## config.mk

```make
export PLATFORM = sky130hd
export DESIGN_NAME = ex_mem_stage
export DESIGN_NICKNAME = d
export VERILOG_FILES = /design/src/rtl/ex_mem_stage.sv
export SDC_FILE = /design/constraint.sdc
export NUM_CORES = 1
export LEC_CHECK = 0
export ABC_CLOCK_PERIOD_IN_PS = 7900
export CAP_MARGIN = 20
export CORE_MARGIN = 1.5
export CORE_UTILIZATION = 56
export DETAILED_ROUTE_END_ITERATION = 16
export PLACE_DENSITY = 0.89
export SYNTH_ARGS = -nofsm -noshare
export SYNTH_HDL_FRONTEND = slang
export SYNTH_SLANG_ARGS = --single-unit
```

## constraint.sdc

```tcl
create_clock -name clk -period 7.9 [get_ports clk]
set_input_delay 1.58 -clock clk [delete_from_list [all_inputs] [get_ports clk]]
set_output_delay 1.58 -clock clk [all_outputs]
set_load 0.005 [all_outputs]
```

## src/rtl/ex_mem_stage.sv

```systemverilog
// ex_mem_stage: execute stage plus EX/MEM pipeline register.
// This block selects the forwarded operands, runs the ALU and latches everything
// the MEM stage needs. It also drives the combinational destination WriteRegE to
// the hazard unit.
// Optional feature: define EX_OVF_TRAP_EN to add the OverflowM port. With it, a
// signed overflow on ADD or SUB suppresses the register write of that instruction.
module ex_mem_stage #(
  parameter int WIDTH = 32,
  parameter int REGW  = 5
) (
  input  logic             clk,
  input  logic             reset,
  input  logic             RegWriteE,
  input  logic             MemtoRegE,
  input  logic             MemWriteE,
  input  logic             AluSrcE,
  input  logic             RegDstE,
  input  logic [2:0]       AluControlE,
  input  logic [WIDTH-1:0] RD1E,
  input  logic [WIDTH-1:0] RD2E,
  input  logic [WIDTH-1:0] SignImmE,
  input  logic [REGW-1:0]  RtE,
  input  logic [REGW-1:0]  RdE,
  input  logic [1:0]       ForwardAE,
  input  logic [1:0]       ForwardBE,
  input  logic [WIDTH-1:0] ResultW,
  input  logic             stallM,
  input  logic             flushM,
  output logic [REGW-1:0]  WriteRegE,
  output logic             RegWriteM,
  output logic             MemtoRegM,
  output logic             MemWriteM,
  output logic [WIDTH-1:0] ALUOutM,
  output logic [WIDTH-1:0] WriteDataM,
  output logic [REGW-1:0]  WriteRegM,
`ifdef EX_OVF_TRAP_EN
  output logic             OverflowM,
`endif
  output logic             ZeroM
);

  localparam logic [2:0] OP_AND = 3'b000;
  localparam logic [2:0] OP_OR  = 3'b001;
  localparam logic [2:0] OP_ADD = 3'b010;
  localparam logic [2:0] OP_SUB = 3'b110;
  localparam logic [2:0] OP_SLT = 3'b111;

  logic [WIDTH-1:0] src_a, fwd_b, src_b, alu_res;
  logic             alu_zero;

  logic             reg_write_q, reg_write_d;
  logic             mem_to_reg_q, mem_to_reg_d;
  logic             mem_write_q, mem_write_d;
  logic [WIDTH-1:0] alu_out_q, alu_out_d;
  logic [WIDTH-1:0] write_data_q, write_data_d;
  logic [REGW-1:0]  write_reg_q, write_reg_d;
  logic             zero_q, zero_d;
`ifdef EX_OVF_TRAP_EN
  logic             ovf, ovf_q, ovf_d;
`endif

  assign WriteRegE = RegDstE ? RdE : RtE;

  // Operand forwarding; select 10 uses whatever ALUOutM currently holds, including during a stall.
  always_comb begin
    src_a = RD1E;
    fwd_b = RD2E;
    case (ForwardAE)
      2'b01:   src_a = ResultW;
      2'b10:   src_a = alu_out_q;
      default: src_a = RD1E;
    endcase
    case (ForwardBE)
      2'b01:   fwd_b = ResultW;
      2'b10:   fwd_b = alu_out_q;
      default: fwd_b = RD2E;
    endcase
    src_b = AluSrcE ? SignImmE : fwd_b;
  end

  // ALU: arithmetic wraps; unused opcodes produce zero.
  always_comb begin
    alu_res = '0;
    case (AluControlE)
      OP_ADD:  alu_res = src_a + src_b;
      OP_SUB:  alu_res = src_a - src_b;
      OP_AND:  alu_res = src_a & src_b;
      OP_OR:   alu_res = src_a | src_b;
      OP_SLT:  alu_res = {{(WIDTH-1){1'b0}}, ($signed(src_a) < $signed(src_b))};
      default: alu_res = '0;
    endcase
  end

  assign alu_zero = (alu_res == '0);

`ifdef EX_OVF_TRAP_EN
  // Signed overflow: operands effectively share a sign and the result sign differs.
  always_comb begin
    ovf = 1'b0;
    case (AluControlE)
      OP_ADD:  ovf = (src_a[WIDTH-1] == src_b[WIDTH-1]) && (alu_res[WIDTH-1] != src_a[WIDTH-1]);
      OP_SUB:  ovf = (src_a[WIDTH-1] != src_b[WIDTH-1]) && (alu_res[WIDTH-1] != src_a[WIDTH-1]);
      default: ovf = 1'b0;
    endcase
  end
`endif

  // Values presented to the EX/MEM register on a normal load.
  always_comb begin
    reg_write_d  = RegWriteE;
    mem_to_reg_d = MemtoRegE;
    mem_write_d  = MemWriteE;
    alu_out_d    = alu_res;
    write_data_d = fwd_b;
    write_reg_d  = WriteRegE;
    zero_d       = alu_zero;
`ifdef EX_OVF_TRAP_EN
    ovf_d        = ovf;
    if (ovf) reg_write_d = 1'b0;
`endif
  end

  // EX/MEM register: reset, then flush (bubble), then stall (hold), else load.
  always_ff @(posedge clk) begin
    if (!reset || flushM) begin
      reg_write_q  <= 1'b0;
      mem_to_reg_q <= 1'b0;
      mem_write_q  <= 1'b0;
      alu_out_q    <= '0;
      write_data_q <= '0;
      write_reg_q  <= '0;
      zero_q       <= 1'b0;
`ifdef EX_OVF_TRAP_EN
      ovf_q        <= 1'b0;
`endif
    end else if (!stallM) begin
      reg_write_q  <= reg_write_d;
      mem_to_reg_q <= mem_to_reg_d;
      mem_write_q  <= mem_write_d;
      alu_out_q    <= alu_out_d;
      write_data_q <= write_data_d;
      write_reg_q  <= write_reg_d;
      zero_q       <= zero_d;
`ifdef EX_OVF_TRAP_EN
      ovf_q        <= ovf_d;
`endif
    end
  end

  assign RegWriteM  = reg_write_q;
  assign MemtoRegM  = mem_to_reg_q;
  assign MemWriteM  = mem_write_q;
  assign ALUOutM    = alu_out_q;
  assign WriteDataM = write_data_q;
  assign WriteRegM  = write_reg_q;
  assign ZeroM      = zero_q;
`ifdef EX_OVF_TRAP_EN
  assign OverflowM  = ovf_q;
`endif

endmodule

```

# Yosys cells after proc, flatten, opt, wreduce, memory -nomap -nowiden
# Cells that the tools add are included.
classes:
  n_addsub: 2
  n_mul: 0
  n_div: 0
  order_cmp: 1
  eq_ne: 8
  n_shift: 0
  n_mux: 5
  bitwise: 2
  n_reduce_logical: 4
ops:
  columns: ["op", "n"]
  rows:
  - ["32-bit case mux with 5 select lines", 1]
  - ["32-bit case mux with 2 select lines", 2]
  - ["32-bit adder", 1]
  - ["32-bit bitwise AND", 1]
  - ["32-bit logical NOT", 1]
  - ["32-bit less-than comparator", 1]
  - ["32-bit two-way mux", 1]
  - ["32-bit bitwise OR", 1]
  - ["32-bit subtractor", 1]
  - ["3-bit equality test, second input constant", 2]
  - ["5-bit two-way mux", 1]
  - ["2-bit by 1-bit equality test with 1-bit output, second input constant", 2]
  - ["2-bit equality test, second input constant", 2]
  - ["3-bit by 1-bit equality test with 1-bit output, second input constant", 1]
  - ["3-bit by 2-bit equality test with 1-bit output, second input constant", 1]
  - ["3-bit logical NOT", 1]
  - ["1-bit logical NOT", 1]
  - ["1-bit logical OR", 1]
totals:
  ff_bits: 73
  latchBits: 0
  ramBits: 0
  rom_bits: 0
  input_bits: 154
  out_inout_bits: 78
  mem_count: 0

# Logic depth before layout (Yosys ltp)
logic_depth:
  word_depth: 6
  depth_mapped: 21
  depth_no_buf: 20

# Worst setup path before layout
# Ideal clock, no wire load.
synth_timing:
  path_kind: "input -> register"
  from: "input ForwardBE[0]"
  to: "register zero_q (netlist: ZeroM)"
  arrival_ps: 5602
  t_required_ps: 7812
  slack_ps: 2210
  path_stages: 20
  n_path_buf: 2
  cell_sequence: "inv_1 ha_1 clkbuf_1 clkbuf_1 a21oi_1 o21ai_0 ha_1 inv_1 fa_1 nor2b_1 o311ai_4 a211oi_1 o41ai_1 xnor2_1 o22ai_1 nor4_1 nand4_1 nor4_1 nand4b_1 o32ai_2"
synth_between:
  elab_chain_len: 6
  word_cells_on_any_way: 11
  cone_classes: "add/sub (2); order compare (1); eq/ne (2); mux (3); bitwise (2); reduce/logical (1)"
synth_lines:
  columns: ["element", "line_no", "text"]
  rows:
  - ["start: declaration", "25", "input logic [1:0] ForwardBE,"]
  - ["2-bit equality test / 2-bit by 1-bit equality test with 1-bit output (equally long branches)", "73", "case (ForwardBE)"]
  - ["32-bit case mux with 2 select lines *", "73", null]
  - ["32-bit two-way mux *", "78", "src_b = AluSrcE ? SignImmE : fwd_b;"]
  - ["32-bit subtractor (tied with other cells)", "86", "OP_SUB: alu_res = src_a - src_b;"]
  - ["32-bit case mux with 5 select lines *", "84", "case (AluControlE)"]
  - ["32-bit logical NOT *", "94", "assign alu_zero = (alu_res == '0);"]
  - ["end signal: assignment", "143", "zero_q <= zero_d;"]
  - ["end: declaration", "57", "logic zero_q, zero_d;"]
# Every way passes the cells marked *; elsewhere a longest branch is shown, timed or not.
# A chain may end at the register's enable or synchronous reset.

# Worst setup path in the final report
# Same ends and word-level chain as after synthesis.

==> results.py <==
metrics = {
    "route": {
        "drc": 0,
        "drt_first_pass_iters": 6,
        "wirelength_um": 39300,
        "ant_nets": 0,
        "drtIter0Drc": 1914,
        "post_drt_wl_per_cell_um": 21.8,
        "avgViaCountPerCell": 6.54,
        "vias": 11800,
    },
    "floorplan": {
        "start_util_pct": 57.5,
        "num_rows": 47,
        "dieHeight_um": 133,
        "dieArea_sq_mm": 0.0178,
        "core_sq_mm": 0.0166,
        "ios": 232,
        "dieWidth_um": 133,
    },
    "timing": {
        "hold_violations": 0,
        "fin_crit_ns": 7.05,
        "slew_headroom_pct": 34.5,
        "worst-slew-pin-transition_ns": 0.972,
        "timing.final.crit_share_pct": 89.2,
        "fmax_ghz": 0.142,
        "setup_viol": 0,
        "drv_slew": 0,
        "rsz0062_at_grt": "false",
        "finalSetupTns_ns": 0,
        "finClkSkew_ns": 0.00497,
    },
    "clocking": {
        "cts_root_buffer": "clkbuf_16",
        "ctsHtreeMaxLevel": 3,
        "numCtsBuffers": 9,
        "clock_sinks": 73,
        "cts_resized": 0,
        "cts.clk_slew.worst_paths_ns": 0.06,
        "cts_setup_buffers": 0,
        "holdBufCountCts": 0,
        "clk_latency_ns": 0.34,
        "max-clock-path-buffers": 2,
        "cts_tree": "yes",
    },
    "logic_synthesis": {
        "synth_area_per_cell_sq_um": 6.69,
        "synthArstFlopShare_pct": 0,
        "synth_flop_cell": "dfxtp_1",
        "synth_compound_area_share_pct": 32.4,
        "synth_area_sq_mm": 0.00954,
        "synth_top_family_by_area": "compound AO/OA/AOI/OAI gates",
        "synth-simple-area-share_pct": 23.2,
        "synth_edf_count": 0,
        "synthMuxAreaShare_pct": 3.66,
        "synth_cell_types": 76,
        "synthXorXnorAreaFrac_pct": 1.84,
        "synth-adder-area-share_pct": 14.9,
        "synth_nets": 1692,
        "synth_seq_cells": 73,
        "synth_seq_area_share_pct": 15.3,
        "netlist_instances": 1426,
        "ys.warnings.count": 0,
    },
    "job": {
        "maxCapViolCount": 0,
    },
    "layout": {
        "n_fill_cell": 1385,
        "multi_input_area_sq_mm": 0.00725,
        "regArea_sq_mm": 0.00146,
        "area_delta_synth_final_pct": 27.2,
        "layout.nets": 1844,
        "diodes": 0,
        "drive_above_1_share_pct": 4.11,
        "final_cell_count_no_fill": 1803,
    },
    "min_path": {
        "hp-start": "WriteRegM[2]$_SDFFE_PP0N_",
        "hold_path_class": "reg2reg",
    },
    "placed_design": {
        "portBuffers": 231,
        "gp_congestion": 0.978,
        "dp_hpwl_um": 30200,
        "place_inst": 1787,
    },
    "grt": {
        "grt_pass1_vias": 11000,
        "grt_max_degree": 75,
        "grt_overflow": 0,
        "grt_pass1_wl_um": 59800,
        "antenna_found_initial": 0,
        "grt_util_all_layers_pct": 42.7,
    },
    "setup_path": {
        "startpoint": "ForwardBE[0]",
        "required_ns": 8.16,
        "worst-endpoint-arrival_ns": 7.31,
        "cp_max_fo": 37,
        "criticalPathCategory": "in2reg",
        "worstReg2RegStart": "ALUOutM[6]$_SDFFE_PP0N_",
        "critPathCaptureType": "register",
        "setup.worst_path.start_class": "input pin",
    },
    "power": {
        "ir_worst_vdd_v": 0.000145,
        "p_leak_uw": 0.00485,
        "power_density_mw_per_mm2": 150,
        "p_total_uw": 1820,
    },
    "run_status": {
        "status": "complete, no violations",
    },
}
[kinds of logic (layout without fill, tap and decap cells)]
group           count (synthesis)  after routing
compound gates                485            485
xor+xnor                       20             20
fa+ha+maj                     112            112
buf+inv                       209            366
flops                          73             73
mux                            34             34
simple gates                  493            493
[path summary, 6_finish.rpt]
path | endpoint | slack [ns] | cells past startpoint
worst max register to register | ZeroM$_SDFFE_PP0N_ | 2.83 | 16
worst min-delay path | WriteRegM[2]$_SDFFE_PP0N_ | 0.46 | 2
worst max-delay path | ZeroM$_SDFFE_PP0N_ | 0.85 | 17
worst min register to register | WriteRegM[2]$_SDFFE_PP0N_ | 0.46 | 2
[cell usage after synthesis, types with 5 or more instances]
cell type / count / area, sq um
mux2_2: 7 / 78.8
a22oi_1: 67 / 503
o21ai_0: 114 / 571
o21a_1: 11 / 82.6
clkbuf_1: 73 / 274
a31oi_1: 8 / 50.1
o311ai_0: 7 / 61.3
buf_2: 17 / 85.1
dfxtp_1: 73 / 1460
a21o_1: 11 / 82.6
o22ai_1: 11 / 68.8
a21oi_1: 147 / 736
nor2_1: 189 / 709
nand2_1: 163 / 612
nand2b_1: 12 / 75.1
mux2i_1: 27 / 270
o211ai_1: 11 / 82.6
o21bai_1: 5 / 37.5
and3_1: 5 / 31.3
or3_1: 5 / 31.3
a221oi_1: 6 / 52.6
o21ai_1: 5 / 25.0
nand4_1: 13 / 81.3
inv_1: 100 / 375
nor4_1: 9 / 56.3
ha_1: 110 / 1380
a211oi_1: 19 / 143
nor2b_1: 13 / 81.3
nand3_1: 25 / 125
nor3_1: 34 / 170
xnor2_1: 16 / 140
o31ai_1: 14 / 105
buf_1: 14 / 52.6
[cell usage in the layout (no fill, tap or decap), types with 13 or more instances in the layout]
master / count
ha_1: 108
o21ai_0: 114
xnor2_1: 16
clkdlybuf4s50_1: 228
a22oi_1: 67
mux2i_1: 27
nand2_1: 163
a211oi_1: 19
inv_1: 100
a21oi_1: 147
buf_4: 18
nor2_1: 189
nand4_1: 13
dfxtp_1: 73
nor3_1: 34
nand3_1: 25
o31ai_1: 14
nor2b_1: 13
[critical path: stages]
cell,delay [ns]
clkdlybuf4s50_1,0.48
inv_1,0.05
ha_2,0.75
a21oi_1,0.21
o21ai_0,0.62
ha_1,0.60
nor2b_1,0.09
o211ai_1,0.28
a21boi_0,0.24
o311ai_0,0.46
or4b_2,0.61
o21ai_0,0.12
mux2i_1,0.21
o21ai_0,0.14
nor4_1,0.41
nand4b_1,0.17
o32ai_2,0.25
[per-stage QoR]
step	util, %	area (sq um)	hold slack [ns]	setup WS, ns
finish	73.1	12100	0.465	0.851
global route	73.1	12100	0.475	0.457
CTS	73.1	12100	0.463	1.06
detailed placement	71.2	11800	0.454	0.720
global placement	71.2	11800	0.450	0.733
floorplan	-	9540	0.457	2.21
[state kept, by name, indices dropped and copies added (netlist names)]
signal	flops
MemtoRegM	1
WriteDataM	32
MemWriteM	1
RegWriteM	1
ALUOutM	32
WriteRegM	5
ZeroM	1
[area by class of cell]
class                   count  area share [%]
clock buffers              10            1.97
clock inverters             6           0.753
repair buffers            248            20.0
flip-flops and latches     73            12.0
well taps                 220            2.27
inverters                 102            3.16
multi-input cells        1144            59.8
[power by group]
group          switching (uW)  total, uW  internal (uW)
Combinational             594        958            363
Sequential               12.6        393            381
Clock                     180        466            286
[routing by layer]
| layer | vias to the layer above | track usage, % | share of wire (%) |
|---|---|---|---|
| met4 | 0 | 13.8 | 3.3 |
| met1 | 5382 | 57.6 | 39 |
| li1 | 5342 | - | - |
| met3 | 126 | 11.1 | 14 |
| met5 | - | 0 | 0 |
| met2 | 946 | 66.3 | 43 |
Note: power is estimated with default switching activity, not from simulation.
